File: src/rtl/fetch_queue_if.sv
// Fetch-side bundle: instruction memory port, redirect request and decode handshake.
// The master modport is the fetch queue; the slave modport is its environment.
interface fetch_queue_if #(
  parameter int unsigned XLEN  = 32,
  parameter int unsigned DEPTH = 4
);
  logic [XLEN-1:0]         IM_Address;
  logic [XLEN-1:0]         IM_Instruction;
  logic                    IM_Ready;
  logic                    Redirect;
  logic [XLEN-1:0]         RedirectPC;
  logic                    ID_Ready;
  logic                    ID_Valid;
  logic [XLEN-1:0]         ID_Instruction;
  logic [XLEN-1:0]         ID_PC4;
  logic [$clog2(DEPTH):0]  Count;

  modport master (
    output IM_Address, ID_Valid, ID_Instruction, ID_PC4, Count,
    input  IM_Instruction, IM_Ready, Redirect, RedirectPC, ID_Ready
  );

  modport slave (
    input  IM_Address, ID_Valid, ID_Instruction, ID_PC4, Count,
    output IM_Instruction, IM_Ready, Redirect, RedirectPC, ID_Ready
  );
endinterface

File: src/rtl/fetch_queue.sv
// PC generator plus DEPTH-entry prefetch FIFO; 1-cycle fetch-to-decode latency, no bypass.
// Fetch continues while decode stalls until full; a full queue still accepts a push on a pop.
module fetch_queue #(
  parameter int unsigned     XLEN     = 32,
  parameter int unsigned     DEPTH    = 4,
  parameter logic [XLEN-1:0] RESET_PC = '0,
  parameter int unsigned     PC_STEP  = 4
) (
  input  logic          CLK,
  input  logic          Reset,
  fetch_queue_if.master fq
);
  localparam int unsigned     AW   = (DEPTH > 1) ? $clog2(DEPTH) : 1;
  localparam int unsigned     CW   = $clog2(DEPTH) + 1;
  localparam logic [XLEN-1:0] STEP = XLEN'(PC_STEP);
  localparam logic [CW-1:0]   FULL = CW'(DEPTH);

  logic [XLEN-1:0] pc_q, pc_d;
  logic [AW-1:0]   wptr_q, wptr_d;
  logic [AW-1:0]   rptr_q, rptr_d;
  logic [CW-1:0]   cnt_q, cnt_d;
  logic [XLEN-1:0] ins_q [DEPTH];
  logic [XLEN-1:0] pc4_q [DEPTH];

  logic vld;
  logic pop;
  logic push;

  assign vld  = (cnt_q != '0);
  assign pop  = vld && fq.ID_Ready;
  assign push = fq.IM_Ready && !fq.Redirect && ((cnt_q < FULL) || pop);

  always_comb begin
    pc_d   = pc_q;
    wptr_d = wptr_q;
    rptr_d = rptr_q;
    cnt_d  = cnt_q;
    if (fq.Redirect) begin
      // A pop in the redirect cycle is consumed by decode but the flush wins.
      pc_d   = fq.RedirectPC;
      wptr_d = '0;
      rptr_d = '0;
      cnt_d  = '0;
    end else begin
      if (push) begin
        pc_d   = pc_q + STEP;
        wptr_d = wptr_q + AW'(1);
      end
      if (pop) begin
        rptr_d = rptr_q + AW'(1);
      end
      case ({push, pop})
        2'b10:   cnt_d = cnt_q + CW'(1);
        2'b01:   cnt_d = cnt_q - CW'(1);
        default: cnt_d = cnt_q;
      endcase
    end
  end

  always_ff @(posedge CLK) begin
    if (Reset) begin
      pc_q   <= RESET_PC;
      wptr_q <= '0;
      rptr_q <= '0;
      cnt_q  <= '0;
    end else begin
      pc_q   <= pc_d;
      wptr_q <= wptr_d;
      rptr_q <= rptr_d;
      cnt_q  <= cnt_d;
    end
  end

  // Entry storage needs no reset: outputs are masked whenever the queue is empty.
  always_ff @(posedge CLK) begin
    if (push && !Reset) begin
      ins_q[wptr_q] <= fq.IM_Instruction;
      pc4_q[wptr_q] <= pc_q + STEP;
    end
  end

  assign fq.IM_Address     = pc_q;
  assign fq.ID_Valid       = vld;
  assign fq.ID_Instruction = vld ? ins_q[rptr_q] : '0;
  assign fq.ID_PC4         = vld ? pc4_q[rptr_q] : '0;
  assign fq.Count          = cnt_q;

endmodule

File: src/flat_wrapper.sv
// flat-port wrapper written by rule: the top's interface ports become plain ports
module fetch_queue_flat 
#(
  parameter int unsigned     XLEN     = 32,
  parameter int unsigned     DEPTH    = 4,
  parameter logic [XLEN-1:0] RESET_PC = '0,
  parameter int unsigned     PC_STEP  = 4
)
  (CLK, Reset, fq_IM_Address, fq_ID_Valid, fq_ID_Instruction, fq_ID_PC4, fq_Count, fq_IM_Instruction, fq_IM_Ready, fq_Redirect, fq_RedirectPC, fq_ID_Ready);
  fetch_queue_if #(.XLEN(XLEN), .DEPTH(DEPTH)) fq_i ();
  input  logic CLK;
  input  logic Reset;
  output wire logic [$bits(fq_i.IM_Address)-1:0] fq_IM_Address;
  output wire logic [$bits(fq_i.ID_Valid)-1:0] fq_ID_Valid;
  output wire logic [$bits(fq_i.ID_Instruction)-1:0] fq_ID_Instruction;
  output wire logic [$bits(fq_i.ID_PC4)-1:0] fq_ID_PC4;
  output wire logic [$bits(fq_i.Count)-1:0] fq_Count;
  input wire logic [$bits(fq_i.IM_Instruction)-1:0] fq_IM_Instruction;
  input wire logic [$bits(fq_i.IM_Ready)-1:0] fq_IM_Ready;
  input wire logic [$bits(fq_i.Redirect)-1:0] fq_Redirect;
  input wire logic [$bits(fq_i.RedirectPC)-1:0] fq_RedirectPC;
  input wire logic [$bits(fq_i.ID_Ready)-1:0] fq_ID_Ready;
  assign fq_IM_Address = fq_i.IM_Address;
  assign fq_ID_Valid = fq_i.ID_Valid;
  assign fq_ID_Instruction = fq_i.ID_Instruction;
  assign fq_ID_PC4 = fq_i.ID_PC4;
  assign fq_Count = fq_i.Count;
  assign fq_i.IM_Instruction = fq_IM_Instruction;
  assign fq_i.IM_Ready = fq_IM_Ready;
  assign fq_i.Redirect = fq_Redirect;
  assign fq_i.RedirectPC = fq_RedirectPC;
  assign fq_i.ID_Ready = fq_ID_Ready;
  fetch_queue #(.XLEN(XLEN), .DEPTH(DEPTH), .RESET_PC(RESET_PC), .PC_STEP(PC_STEP)) u_core (.CLK(CLK), .Reset(Reset), .fq(fq_i));
endmodule
File: config.mk
export PLATFORM = sky130hd
export DESIGN_NAME = fetch_queue_flat
export DESIGN_NICKNAME = d
export VERILOG_FILES = /design/src/rtl/fetch_queue_if.sv /design/src/rtl/fetch_queue.sv /design/src/flat_wrapper.sv
export SDC_FILE = /design/constraint.sdc
export NUM_CORES = 1
export LEC_CHECK = 0
export CAP_MARGIN = 10
export CORE_UTILIZATION = 40
export DETAILED_ROUTE_END_ITERATION = 16
export SYNTH_ARGS = -nofsm -noshare
export SYNTH_HDL_FRONTEND = slang
export SYNTH_SLANG_ARGS = --single-unit
File: constraint.sdc
create_clock -name CLK -period 3 [get_ports CLK]
set_input_delay 0.3 -clock CLK [delete_from_list [all_inputs] [get_ports CLK]]
set_output_delay 0.3 -clock CLK [all_outputs]
set_load 0.02 [all_outputs]
==> results.json <==
{
  "status": "completed",
  "wl_um": 26810,
  "start_util_pct": 40.86,
  "syn_nets": 804,
  "dieArea_mm2": 0.03106,
  "portBuffers": 168,
  "grt_max_degree": 61,
  "criticalPathCategory": "flop to output port",
  "power_switching_mw": 1.834,
  "crit_chain": "buf_12, mux4_2, and2_1, clkdlybuf4s50_1",
  "cp.required_ps": 2700,
  "io_pins": 169,
  "rsz0062_at_grt": "false",
  "worst_pin_slew_ps": 605.5,
  "h-tree-depth": 1,
  "synth.distinct_cells": 38,
  "root_buffer": "clkbuf_16",
  "critical_path.max_stage_delay_ps": 570,
  "cts.sinks": 297,
  "gp_congestion": 0.7654,
  "end_kind": "output port",
  "die_y_um": 176.2,
  "cts_buffer_depth": 3,
  "critPathLaunchType": "flop",
  "antenna_found_initial": 1,
  "grt_pass1_wl_um": 41370,
  "finalSetupTns_ps": 0,
  "post-route-min-period_ps": 2827,
  "postRouteAntennaNets": 0,
  "grt-ovfl-total": 0,
  "setup_viol": 0,
  "drive_gt1_share_pct": 14.88,
  "cts_buffers": 31,
  "power_frac_seq_pct": 51.9,
  "ys_seq_area_share_pct": 70.07,
  "synthesis.area_mm2": 0.01214,
  "diodes": 0,
  "clock_latency_ps": 550,
  "swShare_pct": 20.58,
  "critPathArrivalTime_ps": 2530,
  "cts_tree": "done",
  "syn_to_final_growth_pct": 27.65,
  "coreArea_mm2": 0.02972,
  "pwr-share-clk_pct": 41.2,
  "track_usage_pct": 17.71,
  "internal_power_mw": 7.081,
  "place_hpwl_um": 17610,
  "drv_slew": 0,
  "drc": 0,
  "rows": 63,
  "via_per_inst": 5.101,
  "utilization_pct": 52.16,
  "pwr-share-comb_pct": 6.9,
  "fp.dieW_um": 176.2,
  "r2r_slack_ps": 630,
  "fmax_ghz": 0.3537,
  "max_slew_margin_pct": 59.34,
  "cts.clk_slew.worst_paths_ps": 60,
  "finalCritPeriodShare_pct": 94.24,
  "synthCells": 728,
  "finalHoldViolations": 0,
  "wire_per_inst_um": 20.15,
  "powerDensity_mw_per_mm2": 575.2,
  "crit_slowest_cell": "clkdlybuf4s50_1",
  "post_cts_resized": 0,
  "power_leakage_nw": 4.956,
  "drt_iter0_drc": 402,
  "ys_ff_latch": 297,
  "avgSynthCellArea_um2": 16.68,
  "skew_ps": 11.62,
  "drv_cap": 0,
  "grt_pass1_vias": 6999,
  "hold_class": "input port to flop",
  "vias": 6789,
  "fin_nets": 992,
  "drtPass1Iterations": 4,
  "max-vdd-ir-drop_mv": 0.5396,
  "critPathMaxFanout": 15,
  "ys.warnings.count": 0
}
[sequential cells by signal, indices dropped and copies added, names as in the netlist, named ones only]
name / cells
u_core.fq.IM_Address: 32
u_core.fq.Count: 3
u_core.rptr_q: 2
u_core.pc4_q: 128
u_core.wptr_q: 2
u_core.ins_q: 128
[repair_timing]
item / CTS / global route
buffers inserted: 3 / 0
hold buffers: 0 / 0
endpoints found under the setup margin: 34 / 0
[power groups by stage]
stage	Combinational [mW]	Sequential, mW	Clock, mW
final	0.618	4.62	3.67
after global routing	0.665	4.63	3.92
after CTS	0.627	4.62	3.77
after detailed placement	0.620	4.71	0
after global placement	0.617	4.71	0
after floorplan	0.260	4.73	0
[synthesized netlist by cell type]
cell,n,area share (%)
mux4_2,64,12
and3_1,7,0.36
or3_4,1,0.093
nand2_1,37,1.1
and4_1,4,0.29
or3_1,6,0.31
nand4b_1,1,0.072
o2bb2ai_1,4,0.29
a211oi_1,12,0.74
nor3_1,10,0.41
clkinv_1,1,0.031
and2_1,71,3.7
fa_1,1,0.16
buf_1,7,0.22
clkbuf_1,29,0.90
ha_1,6,0.62
nand4_1,9,0.46
or3b_1,1,0.072
nor4_1,9,0.46
nand3_1,11,0.45
nor2_1,38,1.2
o22ai_1,1,0.052
edfxtp_1,256,63
a311oi_1,5,0.36
buf_2,3,0.12
o21bai_1,2,0.12
mux2i_1,2,0.16
nand2b_1,1,0.052
xnor2_1,39,2.8
xor2_1,15,1.1
dfxtp_1,41,6.8
o31a_1,1,0.072
o21ai_0,5,0.21
a21oi_1,14,0.58
clkbuf_2,1,0.041
or2_2,2,0.10
inv_1,10,0.31
or4_1,1,0.062
[layout make-up]
type	instances	area (um2)
repair buffers	195	2022
flip-flops and latches	297	8516
clock inverters	9	120.1
inverters	11	41.29
well taps	390	488.0
fillers	2483	14220
multi-input cells	380	3450
clock buffers	49	863.3
[critical path, delay by kind of cell, from the launching register on]
| kind | cells | cell delay [ps] |
|---|---|---|
| buf+inv | 2 | 780 |
| flops | 1 | 460 |
| mux | 1 | 510 |
| simple gates | 1 | 220 |
[cells in the final DEF (no fill, tap or decap), drive strengths merged, types with 10 or more instances in the layout]
cell,n
buf,27
nor2,38
nand3,11
nor3,10
edfxtp,256
a21oi,14
xor2,15
inv,11
clkdlybuf4s50,168
xnor2,39
dfxtp,41
and2,71
clkbuf,49
nand2,37
a211oi,12
mux4,64
[through the flow]
stage / setup WS (ps) / total power [mW] / cells / hold slack (ps) / cell area [um2]
3_5_place_dp: 324.9 / 5.332 / 1270 / 496.4 / 14480
6_report: 172.8 / 8.916 / 1331 / 312.8 / 15500
2_1_floorplan: 458.6 / 4.985 / 728 / 398.9 / 12150
3_3_place_gp: 359.9 / 5.328 / 1270 / 487.3 / 14480
5_1_grt: 82.12 / 9.216 / 1331 / 327.3 / 15500
4_1_cts: 128.2 / 9.018 / 1331 / 292.1 / 15500
[routing by layer]
metal	wire (um)	track usage, %	up-vias
met5	0	0	-
met1	12410	25.40	3365
li1	-	-	3173
met4	339	3.514	0
met3	1462	2.735	32
met2	12600	28.71	219
[cells by family after synthesis]
group,after synthesis,synth area share [%]
AO/OA/AOI/OAI,44,2.421
XOR/XNOR,54,3.895
adder cells (fa/ha/maj),7,0.7831
buffers and inverters,51,1.618
flip-flops,297,70.07
multiplexers,66,12.04
AND/OR/NAND/NOR,209,9.181
[final timing paths]
check	startpoint	to	cells after the start
worst max-delay path	flop	fq_ID_PC4[15]	4
worst min-delay path	fq_RedirectPC[10]	u_core.fq.IM_Address[10]	3
worst max register to register	u_core.fq.IM_Address[11]	u_core.pc4_q[0][26]	5
worst min register to register	u_core.wptr_q[1]	u_core.wptr_q[1]	2
No activity file was read; power rests on OpenSTA's default activity.
